## config.mk

```make
export PLATFORM = sky130hd
export DESIGN_NAME = sim_term_ctrl
export DESIGN_NICKNAME = d
export VERILOG_FILES = /design/src/rtl/sim_term_ctrl.sv
export SDC_FILE = /design/constraint.sdc
export NUM_CORES = 1
export LEC_CHECK = 0
export ABC_AREA = 1
export BUFFER_PORTS_ARGS = -buffer_cell sky130_fd_sc_hd__buf_4
export CAP_MARGIN = 20
export CORE_MARGIN = 2
export CORE_UTILIZATION = 54
export CTS_BUF_LIST = sky130_fd_sc_hd__clkbuf_16
export DETAILED_ROUTE_END_ITERATION = 10
export PLACE_DENSITY = 0.81
export RECOVER_POWER = 25
export SYNTH_ARGS = -nofsm -noshare
export SYNTH_HDL_FRONTEND = slang
export SYNTH_SLANG_ARGS = --single-unit
```

## constraint.sdc

```tcl
create_clock -name clk_i -period 2.6 [get_ports clk_i]
set_input_delay 0.26 -clock clk_i [delete_from_list [all_inputs] [get_ports clk_i]]
set_output_delay 0.26 -clock clk_i [all_outputs]
set_load 0.02 [all_outputs]
```

## src/rtl/sim_term_ctrl.sv

```systemverilog
// Simulation-termination sequencer: tracks software status writes through
// boot/test/result, runs an inactivity watchdog and a drain window, then latches a sticky result.
module sim_term_ctrl #(
   parameter int CntW   = 32,
   parameter int DrainW = 8
) (
   input  logic              clk_i,
   input  logic              rst_i,
   input  logic              wr_valid_i,
   input  logic [31:0]       addr_i,
   input  logic [15:0]       data_i,
   input  logic [31:0]       status_addr_i,
   input  logic [CntW-1:0]   timeout_cycles_i,
   input  logic [DrainW-1:0] drain_cycles_i,
   output logic              done_o,
   output logic              passed_o,
   output logic              timeout_o,
   output logic              proto_err_o,
   output logic [2:0]        state_o,
   output logic [15:0]       last_status_o
);

   localparam logic [15:0] CODE_BOOT = 16'hb090;
   localparam logic [15:0] CODE_TEST = 16'h4354;
   localparam logic [15:0] CODE_PASS = 16'h900d;
   localparam logic [15:0] CODE_FAIL = 16'hbaad;

   typedef enum logic [2:0] {
      ST_IDLE  = 3'd0,
      ST_BOOT  = 3'd1,
      ST_TEST  = 3'd2,
      ST_DRAIN = 3'd3,
      ST_DONE  = 3'd4
   } state_t;

   state_t            state_reg, state_next;
   logic [CntW-1:0]   cnt_reg, cnt_next;
   logic [DrainW-1:0] dcnt_reg, dcnt_next;
   logic [15:0]       last_reg, last_next;
   logic              done_reg, done_next;
   logic              passed_reg, passed_next;
   logic              timeout_reg, timeout_next;
   logic              proto_reg, proto_next;

   logic running;
   logic accept;
   logic enter_drain;
   logic drain_pass;
   logic drain_to;
   logic drain_proto;

   assign running = (state_reg == ST_IDLE) || (state_reg == ST_BOOT) || (state_reg == ST_TEST);
   assign accept  = running && wr_valid_i && (addr_i == status_addr_i);

   always_comb begin
      state_next   = state_reg;
      cnt_next     = cnt_reg;
      dcnt_next    = dcnt_reg;
      last_next    = last_reg;
      done_next    = done_reg;
      passed_next  = passed_reg;
      timeout_next = timeout_reg;
      proto_next   = proto_reg;
      enter_drain  = 1'b0;
      drain_pass   = 1'b0;
      drain_to     = 1'b0;
      drain_proto  = 1'b0;

      case (state_reg)
         ST_IDLE, ST_BOOT, ST_TEST: begin
            // An accepted write always beats a watchdog expiry in the same cycle.
            if (accept) begin
               last_next = data_i;
               cnt_next  = '0;
               case (data_i)
                  CODE_BOOT: if (state_reg == ST_IDLE) state_next = ST_BOOT;
                  CODE_TEST: if (state_reg != ST_TEST) state_next = ST_TEST;
                  CODE_PASS: begin
                     enter_drain = 1'b1;
                     drain_pass  = (state_reg == ST_TEST);
                     drain_proto = (state_reg != ST_TEST);
                  end
                  CODE_FAIL: enter_drain = 1'b1;
                  default: ;
               endcase
            end else begin
               if (cnt_reg != '1) cnt_next = cnt_reg + CntW'(1);
               if ((timeout_cycles_i != '0) && (cnt_reg == timeout_cycles_i)) begin
                  enter_drain = 1'b1;
                  drain_to    = 1'b1;
               end
            end
         end
         ST_DRAIN: begin
            if (dcnt_reg == '0) begin
               state_next = ST_DONE;
               done_next  = 1'b1;
            end else begin
               dcnt_next = dcnt_reg - DrainW'(1);
            end
         end
         ST_DONE: ;
         default: state_next = ST_IDLE;
      endcase

      // Result flags are written only here, so they freeze once Drain is entered.
      if (enter_drain) begin
         state_next   = ST_DRAIN;
         dcnt_next    = drain_cycles_i;
         passed_next  = drain_pass;
         timeout_next = drain_to;
         proto_next   = drain_proto;
      end
   end

   always_ff @(posedge clk_i) begin
      if (rst_i) begin
         state_reg   <= ST_IDLE;
         cnt_reg     <= '0;
         dcnt_reg    <= '0;
         last_reg    <= '0;
         done_reg    <= 1'b0;
         passed_reg  <= 1'b0;
         timeout_reg <= 1'b0;
         proto_reg   <= 1'b0;
      end else begin
         state_reg   <= state_next;
         cnt_reg     <= cnt_next;
         dcnt_reg    <= dcnt_next;
         last_reg    <= last_next;
         done_reg    <= done_next;
         passed_reg  <= passed_next;
         timeout_reg <= timeout_next;
         proto_reg   <= proto_next;
      end
   end

   assign done_o        = done_reg;
   assign passed_o      = passed_reg;
   assign timeout_o     = timeout_reg;
   assign proto_err_o   = proto_reg;
   assign state_o       = state_reg;
   assign last_status_o = last_reg;

endmodule

```

Yosys cells after proc, flatten, opt, wreduce, memory -nomap -nowiden
Cells that the tools add are included.

cells by class
  equal/unequal tests = 24
  multiplexer cells = 24
  bitwise gates (word level) = 1
  add/sub/neg operators = 2
  reductions and logical operators = 19

operators by type and width
  operator                                                                  number
  32-bit equality test                                                      2
  32-bit two-way mux                                                        2
  16-bit equality test (second input constant)                              3
  32-bit by 1-bit adder with 32-bit output (second input constant)          1
  32-bit != test (second input constant)                                    1
  32-bit nonzero test                                                       1
  8-bit two-way mux                                                         3
  16-bit by 15-bit equality test with 1-bit output (second input constant)  1
  1-bit two-way mux                                                         12
  3-bit two-way mux                                                         4
  3-bit != test (second input constant)                                     4
  6-bit AND reduction                                                       2
  3-bit case mux with 3 select lines                                        1
  8-bit logical NOT                                                         1
  2-bit != test (second input constant)                                     4
  4-bit != test (second input constant)                                     2
  2-bit AND reduction                                                       4
  8-bit by 1-bit subtractor with 8-bit output (second input constant)       1
  3-bit by 2-bit equality test with 1-bit output (second input constant)    2
  3-bit case mux with 2 select lines                                        1
  4-bit by 2-bit != test with 1-bit output (second input constant)          1
  2-bit nonzero test                                                        2
  2-bit OR reduction                                                        2
  3-bit by 1-bit equality test with 1-bit output (second input constant)    1
  other kinds (9)                                                           12

word-level totals
  output and inout bits = 23
  bits in registers = 63
  input port bits = 123
  word-level logic and storage cells = 79

Logic depth before layout (Yosys ltp)
Gate-level depths: netlist of run 1.

  depth in word-level cells = 9
  depth in mapped cells = 15
  gate-level depth less buffers = 15

Worst setup path after synthesis of run 1
No wires, ideal clock.

  path type = reg-to-reg
  from = register cnt_reg[0]
  to = register cnt_reg[18]
  period minus slack after synthesis = 1.804 ns
  required time = 2.482 ns
  setup time = 0.118 ns
  path slack = 0.796 ns
  data arrival time = 1.686 ns
  buffers on the path = 1
  stages on the path, launching flop included = 14
  cells stage by stage = dfxtp_1 ha_1 nand2_1 inv_1 nand3_2 inv_1 nand4_1 nor2_2 nand2_1 nand2_4 nand2_4 buf_6 a21oi_1 nor3_2

on the way
  longest elaborated chain between the ends = 3
  elaborated cells on any way between the ends = 6
  those cells by class = add/sub: 1; eq/ne: 1; mux: 2; reduce/logical: 2

ends and longest elaborated chain
  item                                                                               RTL line  RTL
  start, declared                                                                    37        logic [CntW-1:0] cnt_reg, cnt_next;
  start signal, assigned                                                             128       cnt_reg <= cnt_next;
  32-bit by 1-bit adder with 32-bit output / 32-bit != test (equally long branches)  87        if (cnt_reg != '1) cnt_next = cnt_reg + CntW'(1);
  32-bit two-way mux / 2-bit nonzero test (equally long branches)                    -
  32-bit two-way mux / 2-bit AND reduction (equally long branches)                   -

Several ways; a longest one is shown, not always the timed one. The select of a mux whose other input is x is not followed.
A chain may end at the register's enable or synchronous reset.

Worst setup path in the final report of run 1
  from = register cnt_reg[0]
  to = register cnt_reg[22]

Same word-level chain as after synthesis.

==> impl_metrics.tcl, run 1 <==
set metrics [dict create \
    outcome "finished clean" \
    startpoint "cnt_reg[0]$_SDFFE_PP0P_" \
    reg2reg_from "cnt_reg[0]$_SDFFE_PP0P_" \
    fin_skew_ns 0.008907 \
    synth_nets 1129 \
    final.fill_count 932 \
    grt_pass1_vias 5842 \
    drt_wl_total_mm 17.13 \
    path_cells "ha_1, nand2_1, inv_1, nand3_2, inv_1, nand4_1, nor2_2, nand2_1, nand2_4, nand2_4, nand2_1, nor2_1, nand2_1, nand2_1, nor2_1" \
    p_leak_nw 3.442 \
    core_um2 9864 \
    area.sequential_um2 1261 \
    synth-seq-area-share_pct 22.74 \
    period_share_pct 84.47 \
    wire_per_inst_um 13.32 \
    setup_tns_ns 0 \
    diodes 0 \
    cts.sinks 63 \
    critPathTopFamily "simple AND/OR/NAND/NOR gates" \
    fmax_ghz 0.4553 \
    path_common_cell "nand2_1" \
    crit_buf_inv 2 \
    largest_register_ffs 32 \
    avgViaCountPerCell 5.145 \
    tightestPinTransition_ns 0.4674 \
    endpoint_kind "register" \
    path_clk_slew_ns 0.06 \
    place_hpwl_mm 13.95 \
    overflow 0 \
    clk_path_buf_depth 2 \
    crit_type "reg -> reg" \
    place.port_buffers 145 \
    worst_ep_required_time_ns 2.87 \
    setup_viol 0 \
    vias 6617 \
    clock-root-buffer "clkbuf_16" \
    nNetsFinal 1274 \
    io_pins 146 \
    dr.pass1.iters 5 \
    initial_core_util_pct 56.22 \
    yosys_warnings 0 \
    max_stage_delay_ns 0.44 \
    synth_area_um2 5545 \
    drc 0 \
    multi_input_area_um2 3575 \
    place.gp.congestion 0.9883 \
    worstSetupStartpointType "register" \
    final_max_slew_viol_count 0 \
    cts_made_buffers 9 \
    grt_max_degree 37 \
    postCtsHoldBufs 0 \
    htree_levels 3 \
    finalHoldViolCount 0 \
    min_period_ns 2.196 \
    hp-class "in -> reg" \
    cp.arrival_ns 2.47 \
    cts_resized 0 \
    drt_iter0_drc 589 \
    crit_fanout 36 \
    rsz0062_at_grt "no" \
    rows 36 \
    synth_edf_count 0 \
    antenna_found_initial 0 \
    grt_pass1_wl_mm 27.76 \
    drive_above_1_share_pct 15.18 \
    final_antenna_net_count 0 \
    grt_usage_pct 30.68 \
    chipWidth_um 105.3 \
    ys_ff_latch 63 \
    dp_cells 1270 \
    syn_inst 1003 \
    post_cts_buffers 0 \
    cpMaxStageDelayCell "dfxtp_1" \
    synth_ff_type "dfxtp_1" \
    area_delta_synth_final_pct 25.32 \
    floorplan.die_area_um2 11100 \
    power_density_nw_per_um2 365.9 \
    insertion_delay_ns 0.33 \
    layout.cells.non_filler 1286 \
    vdd_drop_max_v 0.0003353 \
    die_h_um 105.3 \
    drv_cap 0 \
    syn_area_per_cell_um2 5.529 \
    hp-start "drain_cycles_i[1]" \
    ys_types 35 \
    slew_headroom_pct 68.72 \
    ys_async_sr_fraction_pct 0 \
    cts_tree "done" \
]
[through the flow]
| stage | total power, W | worst slack, ns | area (um2) | util [%] | hold WS [ns] |
|---|---|---|---|---|---|
| final | 0.002542 | 0.4038 | 6949 | 70.45 | 0.1496 |
| after global routing | 0.002660 | 0.1947 | 6949 | 70.45 | 0.1783 |
| after CTS | 0.002542 | 0.4398 | 7024 | 71.21 | 0.1499 |
| after detailed placement | 0.001448 | 0.4513 | 6751 | 68.44 | 0.4583 |
| after global placement | 0.001446 | 0.4707 | 6751 | 68.44 | 0.4577 |
| after floorplan | 0.001216 | 0.7960 | 5545 | - | 0.3949 |
[metal layers]
metal / track usage [%] / up-vias / share of wire (%)
met5: 0 / - / 0
met4: 7.714 / 0 / 1.3
met3: 4.886 / 19 / 9.2
met2: 47.79 / 281 / 44
met1: 44.06 / 2862 / 46
li1: - / 3455 / -
[worst reg2reg max path, cell delays in order, from the launching register on]
cell and delay, ns:
dfxtp_1 0.44, ha_1 0.23, nand2_1 0.06, inv_1 0.10
nand3_2 0.10, inv_1 0.09, nand4_1 0.14, nor2_2 0.16
nand2_1 0.10, nand2_4 0.08, nand2_4 0.23, nand2_1 0.16
nor2_1 0.06, nand2_1 0.06, nand2_1 0.05, nor2_1 0.08
[power by group]
group	internal (W)	total, W	switching, W
Combinational	0.000213	0.000458	0.000245
Sequential	0.000969	0.000976	0.00000629
Clock	0.000646	0.00111	0.000463
Total	0.00183	0.00254	0.000714
[placed cells by master (no fill, tap or decap), types with 3 or more instances in the layout]
cell | netlist | layout
nor3_1 | 30 | 30
clkinv_2 | 1 | 3
buf_4 | 4 | 131
clkbuf_16 | 0 | 9
nand4_1 | 35 | 35
and2_1 | 3 | 3
or2_2 | 4 | 4
nand3_2 | 5 | 5
o21ai_0 | 30 | 30
nor2_2 | 3 | 3
xnor2_1 | 11 | 11
nand3_1 | 74 | 74
nor4_1 | 3 | 3
dfxtp_1 | 63 | 63
ha_1 | 3 | 3
a21oi_1 | 51 | 51
nand2_1 | 288 | 288
nor2_1 | 159 | 159
inv_2 | 4 | 4
clkbuf_1 | 6 | 20
nand2_2 | 4 | 4
o21ai_1 | 7 | 7
inv_1 | 157 | 157
nor3b_1 | 4 | 4
xor2_1 | 20 | 20
nand2_4 | 3 | 3
nand3b_1 | 15 | 15
[layout make-up]
type / count / area share, %
multi-input cells: 760 / 51.44
flip-flops and latches: 63 / 18.15
repair buffers: 151 / 15.23
inverters: 163 / 8.858
clock buffers: 9 / 3.241
well taps: 133 / 2.395
clock inverters: 7 / 0.6842
[cells in the mapped netlist (7+ instances only)]
| master | instances | area (um2) |
|---|---|---|
| nand2_1 | 288 | 1081 |
| nor2_1 | 159 | 596.8 |
| inv_1 | 157 | 589.3 |
| nand3_1 | 74 | 370.4 |
| dfxtp_1 | 63 | 1261 |
| a21oi_1 | 51 | 255.2 |
| nand4_1 | 35 | 219.0 |
| nor3_1 | 30 | 150.1 |
| o21ai_0 | 30 | 150.1 |
| xor2_1 | 20 | 175.2 |
| nand3b_1 | 15 | 112.6 |
| xnor2_1 | 11 | 96.34 |
| o21ai_1 | 7 | 35.03 |
[kinds of logic (layout without fill, tap and decap cells)]
family	after synthesis	count (layout)	share of synthesized area, %
buffers and inverters	180	330	12.79
adders and majority gates	3	3	0.6770
xor gates and xnor gates	31	31	4.896
AOI/OAI and AO/OA	91	91	8.461
DFF	63	63	22.74
and+or+nand+nor	635	635	50.43
[final timing paths]
check,end,slack (ns),cells after the start
worst max-delay path,cnt_reg[22]$_SDFFE_PP0P_,0.40,15
worst min-delay path,dcnt_reg[1]$_SDFFE_PP0P_,0.15,3
worst max register to register,cnt_reg[22]$_SDFFE_PP0P_,0.40,15
worst min register to register,proto_err_o$_SDFFE_PP0P_,0.47,2
(Power assumes the default switching activity.)
==> run 2, diff against run 1 <==
CORE_UTILIZATION = 49   (was 54)
PLACE_DENSITY = 0.78   (was 0.81)
clock period = 1.95 ns   (was 2.6 ns; I/O delays follow)
==> impl_metrics.tcl, run 2 (synthesis gave the netlist of run 1 again) <==
set metrics [dict create \
    p_leak_nw 3.783 \
    drv_cap 0 \
    multi_input_area_um2 3685 \
    min_period_ns 1.912 \
    clock-root-buffer "clkbuf_16" \
    finalHoldViolCount 0 \
    drt_iter0_drc 705 \
    max_stage_delay_ns 0.40 \
    wire_per_inst_um 14.28 \
    dp_slack_ns 0.01203 \
    cts_tree "done" \
    path_cells "nand2_2, inv_2, nand3_2, inv_2, nand4_1, nor2_2, nand2_2, nand2_4, nand2_8, buf_12, nand2_1, o21ai_0, a21oi_1" \
    place.port_buffers 145 \
    fmax_ghz 0.5231 \
    die_h_um 110.4 \
    cts_made_buffers 9 \
    slew_headroom_pct 70.40 \
    worst_ep_required_time_ns 2.21 \
    most-common-layout-cells "nand2_1, buf_4, inv_1" \
    area_delta_synth_final_pct 36.78 \
    startpoint "cnt_reg[3]$_SDFFE_PP0P_" \
    vias 7072 \
    grt_usage_pct 31.48 \
    overflow 0 \
    floorplan.die_area_um2 12180 \
    outcome "finished clean" \
    area.sequential_um2 1285 \
    crit_type "reg -> reg" \
    worstSetupStartpointType "register" \
    fin_skew_ns 0.01261 \
    io_pins 146 \
    nNetsFinal 1332 \
    cts.sinks 63 \
    antenna_found_initial 0 \
    drc 0 \
    tightestPinTransition_ns 0.4436 \
    clk_path_buf_depth 2 \
    final.fill_count 1080 \
    setup_viol 0 \
    fin_ws_ns 0.03826 \
    power_density_nw_per_um2 462.8 \
    chipWidth_um 110.4 \
    critPathTopFamily "simple AND/OR/NAND/NOR gates" \
    grt_pass1_vias 6394 \
    place.gp.congestion 0.9541 \
    crit_buf_inv 3 \
    path_clk_slew_ns 0.06 \
    final_antenna_net_count 0 \
    dr.pass1.iters 5 \
    initial_core_util_pct 50.71 \
    cpMaxStageDelayCell "dfxtp_2" \
    insertion_delay_ns 0.34 \
    final_max_slew_viol_count 0 \
    drive_above_1_share_pct 22.48 \
    cp.arrival_ns 2.17 \
    diodes 0 \
    mostFrequentLayoutCell "nand2_1" \
    largest_register_ffs 32 \
    hp-class "in -> reg" \
    grt_pass1_wl_mm 29.80 \
    finish.instance_area_um2 7585 \
    rsz0062_at_grt "yes" \
    drt_wl_total_mm 19.28 \
    grt_max_degree 29 \
    period_share_pct 98.04 \
    place_hpwl_mm 15.15 \
    hp-start "drain_cycles_i[1]" \
    placed_area_um2 7156 \
    crit_fanout 6 \
    htree_levels 3 \
    rows 38 \
    core_um2 10940 \
    avgViaCountPerCell 5.239 \
    endpoint_kind "register" \
    vdd_drop_max_v 0.0003873 \
    reg2reg_from "cnt_reg[3]$_SDFFE_PP0P_" \
]
run 2: final cells by class:
type / count / area share (%)
multi-input cells: 761 / 48.58
repair buffers: 208 / 20.37
flip-flops and latches: 63 / 16.94
inverters: 163 / 8.116
clock buffers: 9 / 2.969
well taps: 140 / 2.309
clock inverters: 6 / 0.7093
run 2: stage by stage:
step	hold WS [ns]	total power, W	setup TNS, ns	instances	util, %
after floorplan	0.3299	0.001621	0	1003	-
after global placement	0.4298	0.001954	0	1328	65.43
after detailed placement	0.4340	0.001959	0	1328	65.43
after CTS	0.08944	0.003493	0	1343	68.01
after global routing	0.1072	0.003661	-0.5948	1350	69.36
final	0.08834	0.003510	0	1350	69.36
run 2: layer usage:
metal | vias up | track usage (%) | routed length, um
met5 | - | 0 | 0
met4 | 0 | 6.964 | 465
met3 | 44 | 5.409 | 1551
met2 | 332 | 51.10 | 8572
met1 | 3129 | 43.76 | 8686
li1 | 3567 | - | -
run 2: repair_timing:
action / in CTS / in global routing
setup endpoints to repair: 1 / 44
setup buffers: 0 / 4
hold buffers: 0 / 0
gates cloned: 0 / 3
gates resized for setup: 1 / 43
pin swaps: 0 / 4
run 2: report_power, final:
| part | leakage [nW] | internal, W | switching [W] | total (W) |
|---|---|---|---|---|
| Combinational | 3.13 | 0.000306 | 0.000343 | 0.000649 |
| Sequential | 0.517 | 0.00129 | 0.00000534 | 0.00130 |
| Clock | 0.138 | 0.000966 | 0.000596 | 0.00156 |
run 2: worst register-to-register path, cell delays in order (launching register included):
cell	delay [ns]
dfxtp_2	0.40
nand2_2	0.12
inv_2	0.10
nand3_2	0.09
inv_2	0.08
nand4_1	0.12
nor2_2	0.16
nand2_2	0.08
nand2_4	0.11
nand2_8	0.09
buf_12	0.15
nand2_1	0.06
o21ai_0	0.07
a21oi_1	0.19
run 2: worst paths after layout:
path                                    to  slack [ns]  cells past startpoint
hold reg to reg      passed_o$_SDFFE_PP0P_        0.46                      2
hold / removal    dcnt_reg[1]$_SDFFE_PP0P_        0.09                      3
setup / recovery   cnt_reg[3]$_SDFFE_PP0P_        0.04                     13
setup reg to reg   cnt_reg[3]$_SDFFE_PP0P_        0.04                     13
